--- src/rtl/paddle.sv ---
`default_nettype none
//==============================================================================
// Module   : paddle
// Purpose  : Debounced, auto-repeating paddle row position from two raw
//            buttons. Define PADDLE_WRAP_EN to wrap at the edges instead of
//            clamping.
// Revision : 1.0 - initial release
//==============================================================================
module paddle #(
    parameter int DEBOUNCE     = 20,
    parameter int REPEAT_DELAY = 250,
    parameter int REPEAT_RATE  = 60,
    parameter int LENGTH       = 3
) (
    input  logic       clk,
    input  logic       reset,
    input  logic       tick,
    input  logic       btn_up,
    input  logic       btn_down,
    output logic [3:0] y,
    output logic       moving
);

    localparam logic [1:0] c_cmd_none  = 2'd0;
    localparam logic [1:0] c_cmd_up    = 2'd1;
    localparam logic [1:0] c_cmd_down  = 2'd2;

    localparam logic [1:0] c_st_idle   = 2'd0;
    localparam logic [1:0] c_st_hold   = 2'd1;
    localparam logic [1:0] c_st_repeat = 2'd2;

    localparam logic [4:0] c_y_max     = 5'(16 - LENGTH);
    localparam logic [4:0] c_y_ctr     = 5'((16 - LENGTH) / 2);
    localparam logic [7:0] c_deb       = 8'(DEBOUNCE);
    localparam logic [9:0] c_delay     = 10'(REPEAT_DELAY);
    localparam logic [9:0] c_rate      = 10'(REPEAT_RATE);

    logic [1:0] w_raw;
    logic [1:0] w_deb;
    logic [1:0] w_cmd;

    logic [1:0] r_state;
    logic [1:0] r_dir;
    logic [9:0] r_rc;
    logic [4:0] r_y;
    logic       r_moving;

    logic [1:0] w_state_nxt;
    logic [1:0] w_dir_nxt;
    logic [9:0] w_rc_nxt;
    logic [9:0] w_rc_inc;
    logic [9:0] w_rc_lim;
    logic       w_step;
    logic [4:0] w_y_nxt;
    logic       w_move_nxt;

    assign w_raw = {btn_down, btn_up};

    // Bit 0 is the up button, bit 1 the down button.
    for (genvar i = 0; i < 2; i++) begin : g_btn
        logic [1:0] r_sync;
        logic [7:0] r_cnt;
        logic       r_deb;

        always_ff @(posedge clk or posedge reset) begin
            if (reset) begin
                r_sync <= 2'b00;
                r_cnt  <= 8'd0;
                r_deb  <= 1'b0;
            end else begin
                r_sync <= {r_sync[0], w_raw[i]};
                if (tick) begin
                    if (r_sync[1] != r_deb) begin
                        if (r_cnt == c_deb - 8'd1) begin
                            r_deb <= r_sync[1];
                            r_cnt <= 8'd0;
                        end else begin
                            r_cnt <= r_cnt + 8'd1;
                        end
                    end else begin
                        r_cnt <= 8'd0;
                    end
                end
            end
        end

        assign w_deb[i] = r_deb;
    end

    always_comb begin
        w_cmd = c_cmd_none;
        if (w_deb == 2'b01) begin
            w_cmd = c_cmd_up;
        end else if (w_deb == 2'b10) begin
            w_cmd = c_cmd_down;
        end
    end

    always_ff @(posedge clk or posedge reset) begin
        if (reset) begin
            r_state  <= c_st_idle;
            r_dir    <= c_cmd_none;
            r_rc     <= 10'd0;
            r_y      <= c_y_ctr;
            r_moving <= 1'b0;
        end else begin
            r_state  <= w_state_nxt;
            r_dir    <= w_dir_nxt;
            r_rc     <= w_rc_nxt;
            r_y      <= w_y_nxt;
            r_moving <= w_move_nxt;
        end
    end

    assign w_rc_inc = r_rc + 10'd1;
    assign w_rc_lim = (r_state == c_st_hold) ? c_delay : c_rate;

    always_comb begin
        w_state_nxt = r_state;
        w_dir_nxt   = r_dir;
        w_rc_nxt    = r_rc;
        w_step      = 1'b0;
        case (r_state)
            c_st_idle: begin
                if (w_cmd != c_cmd_none) begin
                    w_step      = 1'b1;
                    w_dir_nxt   = w_cmd;
                    w_rc_nxt    = 10'd0;
                    w_state_nxt = c_st_hold;
                end
            end
            c_st_hold, c_st_repeat: begin
                if (w_cmd == c_cmd_none) begin
                    w_rc_nxt    = 10'd0;
                    w_state_nxt = c_st_idle;
                end else if (w_cmd != r_dir) begin
                    // Opposite direction behaves like a fresh press.
                    w_step      = 1'b1;
                    w_dir_nxt   = w_cmd;
                    w_rc_nxt    = 10'd0;
                    w_state_nxt = c_st_hold;
                end else if (tick) begin
                    if (w_rc_inc == w_rc_lim) begin
                        w_step      = 1'b1;
                        w_rc_nxt    = 10'd0;
                        w_state_nxt = c_st_repeat;
                    end else begin
                        w_rc_nxt = w_rc_inc;
                    end
                end
            end
            default: begin
                w_rc_nxt    = 10'd0;
                w_state_nxt = c_st_idle;
            end
        endcase
    end

    // Position stays 5 bits wide so the range checks never see a 4-bit wrap.
    always_comb begin
        w_y_nxt    = r_y;
        w_move_nxt = 1'b0;
        if (w_step) begin
            if (w_dir_nxt == c_cmd_up) begin
                if (r_y != 5'd0) begin
                    w_y_nxt    = r_y - 5'd1;
                    w_move_nxt = 1'b1;
                end else begin
`ifdef PADDLE_WRAP_EN
                    w_y_nxt    = c_y_max;
                    w_move_nxt = 1'b1;
`else
                    w_y_nxt    = r_y;
`endif
                end
            end else begin
                if (r_y + 5'd1 <= c_y_max) begin
                    w_y_nxt    = r_y + 5'd1;
                    w_move_nxt = 1'b1;
                end else begin
`ifdef PADDLE_WRAP_EN
                    w_y_nxt    = 5'd0;
                    w_move_nxt = 1'b1;
`else
                    w_y_nxt    = r_y;
`endif
                end
            end
        end
    end

    assign y      = r_y[3:0];
    assign moving = r_moving;

endmodule
`default_nettype wire
--- config.mk ---
export PLATFORM = sky130hd
export DESIGN_NAME = paddle
export DESIGN_NICKNAME = d
export VERILOG_FILES = /design/src/rtl/paddle.sv
export SDC_FILE = /design/constraint.sdc
export NUM_CORES = 1
export LEC_CHECK = 0
export CORE_AREA = 2 2 72 88
export CTS_CLUSTER_SIZE = 16
export DETAILED_ROUTE_END_ITERATION = 8
export DIE_AREA = 0 0 74 90
export PLACE_DENSITY_LB_ADDON = 0.25
export SETUP_SLACK_MARGIN = 0.02
export SYNTH_ARGS = -nofsm -noshare
export SYNTH_HDL_FRONTEND = slang
export SYNTH_SLANG_ARGS = --single-unit
--- constraint.sdc ---
create_clock -name clk -period 2.6 [get_ports clk]
set_input_delay 0.78 -clock clk [delete_from_list [all_inputs] [get_ports clk]]
set_output_delay 0.78 -clock clk [all_outputs]
set_load 0.005 [all_outputs]
* Yosys cells after proc, flatten, opt, wreduce, memory -nomap -nowiden
Index checks and enable logic that the tools add are counted.
** Operators by class
- Add/subtract/negate cells :: 5
- $lt $le $gt $ge :: 1
- Equality and inequality tests :: 15
- Muxes and demuxes :: 36
- Reduce and logical (&&, ||, !) cells :: 11
** Operator list (count)
- $mux 10 :: 5
- $mux 8 :: 5
- $mux 2 :: 10
- $pmux 10 s2 :: 1
- $add 8x1->8 const B :: 2
- $eq 8x5->1 const B :: 2
- $mux 5 :: 3
- $reduce_and 3->1 :: 4
- $add 10x1->10 const B :: 1
- $eq 10x8->1 :: 1
- $mux 1 :: 9
- $ne 4x4->1 const B :: 2
- $pmux 2 s2 :: 2
- $eq 2x1->1 const B :: 3
- $add 5x1->5 const B :: 1
- $le 5x4->1 const B :: 1
- $reduce_bool 5->1 :: 1
- $sub 5x1->5 const B :: 1
- $eq 2x2->1 const B :: 2
- $logic_not 2->1 :: 2
- $reduce_bool 2->1 :: 2
- $ne 1x1->1 :: 2
- $ne 2x1->1 const B :: 1
- $ne 2x2->1 :: 1
- other kinds (4) :: 4
** Word-level totals
- Flip-flop bits (word level) :: 42
- Input port bits :: 5
- Word-level logic and storage cells :: 79

* Logic depth before layout (Yosys ltp)
Gate-level depths: netlist of run 1.
- Depth after elaboration :: 10
- Gate-level depth with buffers :: 10
- Mapped depth without buffers :: 9

* Worst setup path before layout of run 1
Ideal clock, no wire load.
- Path kind :: reg2reg
- Start :: register r_state[0]
- End :: register r_y[3]
- Library setup time :: 0.132 ns
- Data arrival time :: 2.270 ns
- Path slack :: 0.198 ns
- Stages on the path, launching flop included :: 10
- Path buffers :: 0
- Clock period less this slack :: 2.402 ns
- Cells stage by stage :: dfrtp_1 -> inv_1 -> ha_1 -> or2_1 -> and3_1 -> o211ai_2 -> nand2_1 -> a221oi_1 -> nor3_1 -> xor2_1
** On the way
- Cells in the longest elaborated chain, start to end :: 9
** Ends and longest elaborated chain
- start, declared :: RTL line 42 : logic [1:0] r_state;
- start signal, assigned :: RTL line 101 : r_state <= c_st_idle;
- start signal, assigned :: RTL line 107 : r_state <= w_state_nxt;
- $eq 2x1->1 :: RTL line 116, 123
- $mux 8 :: RTL line 116 : assign w_rc_lim = (r_state == c_st_hold) ? c_delay : c_rate;
- $eq 10x8->1 :: RTL line 143 : if (w_rc_inc == w_rc_lim) begin
- $mux 1 :: RTL line 143
- $mux 1 :: RTL line 142 : end else if (tick) begin
- $mux 1 :: RTL line 136 : end else if (w_cmd != r_dir) begin
- $mux 1 :: RTL line 133 : if (w_cmd == c_cmd_none) begin
- $pmux 1 s2 :: RTL line 123 : case (r_state)
- $reduce_and 3->1 (no line)
- end signal, assigned :: RTL line 104 : r_y <= c_y_ctr;
- end signal, assigned :: RTL line 110 : r_y <= w_y_nxt;
- end, declared :: RTL line 45 : logic [4:0] r_y;
Several ways; a longest one is shown, not always the timed one.
A chain may end at the register's enable or synchronous reset.

* Worst setup path in the final report of run 1
- Start :: register r_state[1]
- End :: register r_y[3]
Same word-level chain as after synthesis.

==> results.toml, run 1 <==
[die]
pin_count = 10
start_util_pct = 43.15
dieArea_um2 = 6660
dieWidth_um = 74
num_rows = 31
die_h_um = 90
core_um2 = 5857

[run]
drv_cap = 0

[clock_network]
cts_resized = 0
cts_tree = "done"
cts_sinks = 42
clock_latency_ps = 300
ctsHoldBuffers = 0
clkTransAtPathRegs_ps = 80
cts_setup_buffers = 0
cts_buffer_depth = 2
htreeDepth = 2
cts_root_buf = "clkbuf_8"
cts-buffers-inserted = 5

[global_routing]
grt_pass1_wl_mm = 7.997
first_global_vias = 1794
antenna_found_initial = 0
grt_max_degree = 43
track_usage_pct = 14.99
grt.overflow.total = 0

[worst_setup_path]
cp_num_buf_inv = 3
path_delay_family = "simple AND/OR/NAND/NOR gates"
crit_path_start_kind = "flip-flop"
r2r_end = "r_y[3]$_DFFE_PP0P_"
critPathMaxStageDelay_ps = 380
crit_arrival_ps = 2580
critical_path_class = "flip-flop to flip-flop"
cp.required_ps = 2780
cp_slowest_cell = "dfrtp_1"
path_common_cell = "buf_4"
r2r_start = "r_state[1]$_DFFE_PP0P_"
worst-path-max-fanout = 6
crit_path_end_kind = "flip-flop"
r2r_slack_ps = 190
cp_cell_sequence = "inv_1, ha_1, or2_1, and3_1, o211ai_4, buf_4, a21oi_1, a221oi_1, buf_4, nor3_1, xor2_1"
ff2ff_path_depth = 11

[min_path]
hold_end = "g_btn[1].r_sync[1]$_DFF_PP0_"
whs_path_depth = 0
hp-start = "g_btn[1].r_sync[0]$_DFF_PP0_"
min_path_type = "flip-flop to flip-flop"

[place]
gp_congestion = 0.7981
port_buffers = 9
hpwl_mm = 3.360

[sta]
timing.final.crit_share_pct = 92.53
finalSetupViolCount = 0
fmax_mhz = 415.7
finalClockSkew_ps = 6.454
finalMaxSlewViolations = 0
relSlewSlack_pct = 65.11
period_minus_slack_ps = 2406
hold_viol = 0
tightest_slew_ps = 523.4
rsz0062_at_grt = "false"
setup-tns-final_ps = 0

[routing]
viasPerCell = 5.355
wirelength_mm = 4.695
antenna_left = 0
drt_iter0_drc = 78
drcViolationCount = 0
dr.pass1.iters = 4
wire_per_inst_um = 12.62
vias = 1992

[synth]
synthAdderAreaFrac_pct = 5.446
netlist_instances = 268
ys_async_sr_fraction_pct = 100.0
ys_seq_elements = 42
yosysWarnings = 0
synth_top_family_by_area = "simple AND/OR/NAND/NOR gates"
yosys.area_share.simple_pct = 23.02
yosysSeqAreaShare_pct = 41.68
synth_xor_area_share_pct = 4.505
synth_edf_count = 0
yosys_most_used_dff = "dfrtp_1"
synth.avg_cell_area_um2 = 9.431
yosysUniqueCellTypes = 58
netlist_area_um2 = 2527
synth-compound-area-share_pct = 17.62
synth_nets = 284
synth_mux_area_share_pct = 2.475

[final_layout]
diodes = 0
final_common_cell = "dfrtp_1"
final_nets = 305
drive_above_1_share_pct = 14.83
layout_common_cells = "dfrtp_1 (40), o21ai_0 (29), nand2_1 (23)"
synthToLayoutAreaGrowth_pct = 13.91

[pwr]
total_power_mw = 1.168
power_density_nw_per_um2 = 405.5
ir_worst_vdd_v = 0.0001623
static-leakage-power_nw = 1.248

[outcome]
status = "finished clean"
==> registers in the layout, summed over array words and instances (netlist names) <==
| name | count |
|---|---|
| r_y | 5 |
| r_rc | 10 |
| r_dir | 2 |
| r_state | 2 |
| g_btn.r_sync | 4 |
| g_btn.r_cnt | 16 |
| g_btn.r_deb | 2 |
| moving | 1 |
==> area by class of cell <==
class                   count  area, um^2
clock inverters             2       13.76
well taps                  82       102.6
multi-input cells         199        1359
repair buffers             27       225.2
inverters                  14       52.55
fillers                   553        2978
clock buffers               6       72.57
flip-flops and latches     42        1054
==> power by group <==
part           leakage (nW)  internal, mW  switching (mW)
logic                 0.648        0.0284          0.0418
clock network        0.0452         0.190           0.231
registers             0.556         0.666          0.0107
total                  1.25         0.884           0.283
==> synth_stat cells, types with 2 or more instances <==
library cell | number | share of area (%)
o2bb2ai_1 | 7 | 2.4
dfrtp_1 | 40 | 40
nor4b_1 | 2 | 0.69
o21ai_0 | 30 | 5.9
nor3b_1 | 2 | 0.59
and3_1 | 5 | 1.2
buf_2 | 4 | 0.79
clkbuf_1 | 3 | 0.45
and2_1 | 2 | 0.49
o21a_1 | 2 | 0.59
xor2_1 | 8 | 2.8
xnor2_1 | 5 | 1.7
or3_1 | 3 | 0.74
nand4_1 | 5 | 1.2
ha_1 | 11 | 5.4
nand4b_1 | 2 | 0.69
mux2i_1 | 4 | 1.6
nand2_1 | 23 | 3.4
nor2_1 | 12 | 1.8
mux2_2 | 2 | 0.89
nand2b_1 | 6 | 1.5
a21oi_1 | 8 | 1.6
inv_1 | 13 | 1.9
dfstp_2 | 2 | 2.1
and4_1 | 3 | 1.0
or4_1 | 2 | 0.59
o41ai_1 | 2 | 0.69
buf_4 | 5 | 1.5
nor3_1 | 8 | 1.6
a211o_1 | 3 | 1.0
nand3_1 | 12 | 2.4
or2_2 | 3 | 0.74
a21o_1 | 4 | 1.2
==> per-stage QoR <==
| stage | hold WS (ps) | util [%] | instance area, um^2 | cells | setup WS [ps] |
|---|---|---|---|---|---|
| after global placement | 337.4 | 47.38 | 2775 | 364 | 77.48 |
| after floorplan | 331.2 | - | 2527 | 268 | 198.2 |
| after CTS | 364.3 | 48.86 | 2861 | 372 | 148.0 |
| final | 357.6 | 49.16 | 2879 | 372 | 194.3 |
| after detailed placement | 343.3 | 47.38 | 2775 | 364 | 72.71 |
| after global routing | 374.2 | 49.16 | 2879 | 372 | 29.64 |
==> worst max path at each step <==
| stage | startpoint | endpoint | slack, ps | cells after the start |
|---|---|---|---|---|
| after floorplan | r_state[0]$_DFFE_PP0P_ | r_y[3]$_DFFE_PP0P_ | 200 | 9 |
| after global placement | tick | r_rc[2]$_DFFE_PP0P_ | 80 | 7 |
| after detailed placement | tick | r_rc[2]$_DFFE_PP0P_ | 70 | 7 |
| after CTS | r_state[1]$_DFFE_PP0P_ | r_y[3]$_DFFE_PP0P_ | 150 | 11 |
| after global routing | r_state[1]$_DFFE_PP0P_ | r_y[3]$_DFFE_PP0P_ | 30 | 11 |
| final | r_state[1]$_DFFE_PP0P_ | r_y[3]$_DFFE_PP0P_ | 190 | 11 |
==> worst register-to-register path: stages (launching register included) <==
cell	delay, ps
dfrtp_1	380
inv_1	70
ha_1	320
or2_1	270
and3_1	220
o211ai_4	220
buf_4	160
a21oi_1	40
a221oi_1	220
buf_4	180
nor3_1	50
xor2_1	150
==> kinds of logic (layout without fill, tap and decap cells) <==
family                   count (synthesis)  in the layout
adder cells (fa/ha/maj)                 11             11
XOR/XNOR                                13             13
buffers and inverters                   27             49
multiplexers                             6              6
flip-flops                              42             42
AO/OA/AOI/OAI                           68             68
AND/OR/NAND/NOR                        101            101
==> per-layer routing <==
| metal | part of all wire (%) | global-route usage (%) | vias up |
|---|---|---|---|
| met5 | 0 | 0 | - |
| met4 | 1.6 | 5.455 | 0 |
| met3 | 2.5 | 3.812 | 7 |
| met2 | 49 | 23.74 | 19 |
| met1 | 47 | 19.47 | 954 |
| li1 | - | - | 1012 |
(Power assumes the default switching activity.)
==> run 2: changes to the inputs <==
--- a/config.mk
+++ b/config.mk
@@ -5,6 +5,7 @@
 export SDC_FILE = /design/constraint.sdc
 export NUM_CORES = 1
 export LEC_CHECK = 0
+export CAP_MARGIN = 25
 export CORE_AREA = 2 2 72 88
 export CTS_CLUSTER_SIZE = 16
 export DETAILED_ROUTE_END_ITERATION = 8
==> results of run 2 <==
Final layout, timing and power as in run 1 (identical DEF).
==> run 3: changes to the inputs <==
--- a/config.mk
+++ b/config.mk
@@ -6,10 +6,11 @@
 export NUM_CORES = 1
 export LEC_CHECK = 0
 export CAP_MARGIN = 25
-export CORE_AREA = 2 2 72 88
+export CORE_AREA = 2 2 65 80
+export CTS_CLUSTER_DIAMETER = 60
 export CTS_CLUSTER_SIZE = 16
 export DETAILED_ROUTE_END_ITERATION = 8
-export DIE_AREA = 0 0 74 90
+export DIE_AREA = 0 0 67 82
 export PLACE_DENSITY_LB_ADDON = 0.25
 export SETUP_SLACK_MARGIN = 0.02
 export SYNTH_ARGS = -nofsm -noshare
==> results.toml, run 3 (synthesis gave the netlist of run 1 again) <==
[outcome]
status = "finished clean"

[worst_setup_path]
crit_end = "r_y[3]$_DFFE_PP0P_"
worst-path-max-fanout = 6
r2r_end = "r_y[3]$_DFFE_PP0P_"
ff2ff_path_depth = 9
crit_arrival_ps = 2550
critical_path_class = "flip-flop to flip-flop"
cp.required_ps = 2780
critPathLaunch = "r_state[0]$_DFFE_PP0P_"
crit_path_end_kind = "flip-flop"
crit_path_start_kind = "flip-flop"
r2r_slack_ps = 220
r2r_start = "r_state[0]$_DFFE_PP0P_"

[min_path]
whs_path_depth = 0
hp-start = "g_btn[0].r_sync[0]$_DFF_PP0_"
min_path_type = "flip-flop to flip-flop"

[die]
dieArea_um2 = 5494
die_h_um = 82
core_um2 = 4765
pin_count = 10
dieWidth_um = 67
num_rows = 28
start_util_pct = 53.05

[pwr]
switching_share_pct = 24.11
ir_worst_vdd_v = 0.0003380
static-leakage-power_nw = 1.239
power_density_nw_per_um2 = 423.4
pwr-share-clk_pct = 37.4
total_power_mw = 1.197
power_frac_seq_pct = 56.7
p_sw_mw = 0.2885
combPwrFrac_pct = 6.0
power.internal_mw = 0.9082

[run]
drv_cap = 0

[global_routing]
grt.overflow.total = 0
first_global_vias = 1840
grt_max_degree = 43
grt_pass1_wl_mm = 8.038
antenna_found_initial = 0
track_usage_pct = 19.06

[place]
placed_area_um2 = 2725
hpwl_mm = 3.455
placed_cells = 339
port_buffers = 9
gp_congestion = 0.8069

[sta]
tightest_slew_ps = 526.9
finalSetupViolCount = 0
rsz0062_at_grt = "false"
fmax_mhz = 420.8
relSlewSlack_pct = 64.87
hold_viol = 0
period_minus_slack_ps = 2376
finalClockSkew_ps = 10.36
finalMaxSlewViolations = 0
timing.final.crit_share_pct = 91.39

[clock_network]
cts_buffer_depth = 2
cts_tree = "done"
cts_root_buf = "clkbuf_8"
cts_sinks = 42
cts_setup_buffers = 0
htreeDepth = 2
clkTransAtPathRegs_ps = 80
cts-buffers-inserted = 5
clock_latency_ps = 300

[routing]
drt_iter0_drc = 69
dr.pass1.iters = 4
wirelength_mm = 4.760
antenna_left = 0
wire_per_inst_um = 13.72
drcViolationCount = 0
viasPerCell = 5.695
vias = 1976

[final_layout]
largest_reg_flops = 16
regMostFlops = "g_btn.r_cnt"
synthToLayoutAreaGrowth_pct = 11.83
drive_above_1_share_pct = 13.94
final_common_cell = "dfrtp_1"
layout_common_cells = "dfrtp_1 (40), o21ai_0 (29), nand2_1 (23)"
final_nets = 302
reg_top3 = "g_btn.r_cnt x16, r_rc x10, r_y x5"
final_cells = 347
fin_area_um2 = 2826
diodes = 0
-- run 3: worst max-delay path, stage by stage, from the launching register on --
cell and delay [ps]:
dfrtp_1 400, inv_1 60, ha_1 330, or2_1 270, and3_1 210, o211ai_2 250, nand2_1 110, a221oi_2 370
nor3_1 110, xor2_1 150
-- run 3: layout make-up --
type | instances | area [um^2]
inverters | 14 | 52.55
repair buffers | 24 | 202.7
clock inverters | 2 | 12.51
clock buffers | 6 | 82.58
multi-input cells | 199 | 1348
flip-flops and latches | 42 | 1054
fillers | 445 | 1938
well taps | 60 | 75.07
-- run 3: repair_timing --
item                       4_1_cts  5_1_grt
hold buffers                     0        0
setup endpoints to repair        0        5
gates resized for setup          0        2
-- run 3: how the worst min path moves through the flow --
stage,end
global placement,g_btn[1].r_sync[1]$_DFF_PP0_
CTS,g_btn[0].r_sync[1]$_DFF_PP0_
floorplan,g_btn[0].r_sync[1]$_DFF_PP0_
finish,g_btn[0].r_sync[1]$_DFF_PP0_
global route,g_btn[1].r_sync[1]$_DFF_PP0_
detailed placement,g_btn[0].r_sync[1]$_DFF_PP0_
-- run 3: power by group through the flow --
stage	Sequential (mW)	Clock [mW]	Combinational, mW
floorplan	0.688	0	0.0471
CTS	0.678	0.459	0.0726
finish	0.678	0.447	0.0712
detailed placement	0.691	0	0.0723
global route	0.680	0.494	0.0813
global placement	0.690	0	0.0707
-- run 3: stage by stage --
| stage | TNS (ps) | utilization, % | hold slack (ps) | worst slack, ps |
|---|---|---|---|---|
| global route | 0 | 59.32 | 360.5 | 20.80 |
| detailed placement | -3.322 | 57.20 | 335.6 | -3.322 |
| global placement | 0 | 57.20 | 332.1 | 21.03 |
| finish | 0 | 59.32 | 339.3 | 223.8 |
| floorplan | 0 | - | 331.2 | 198.2 |
| CTS | 0 | 59.19 | 350.1 | 73.56 |
-- run 3: routing by layer --
layer	wire, um	up-vias	global-route usage [%]
li1	-	1003	-
met2	2457	24	33.56
met4	65	0	6.327
met1	2115	944	22.67
met5	0	-	0
met3	121	5	4.384
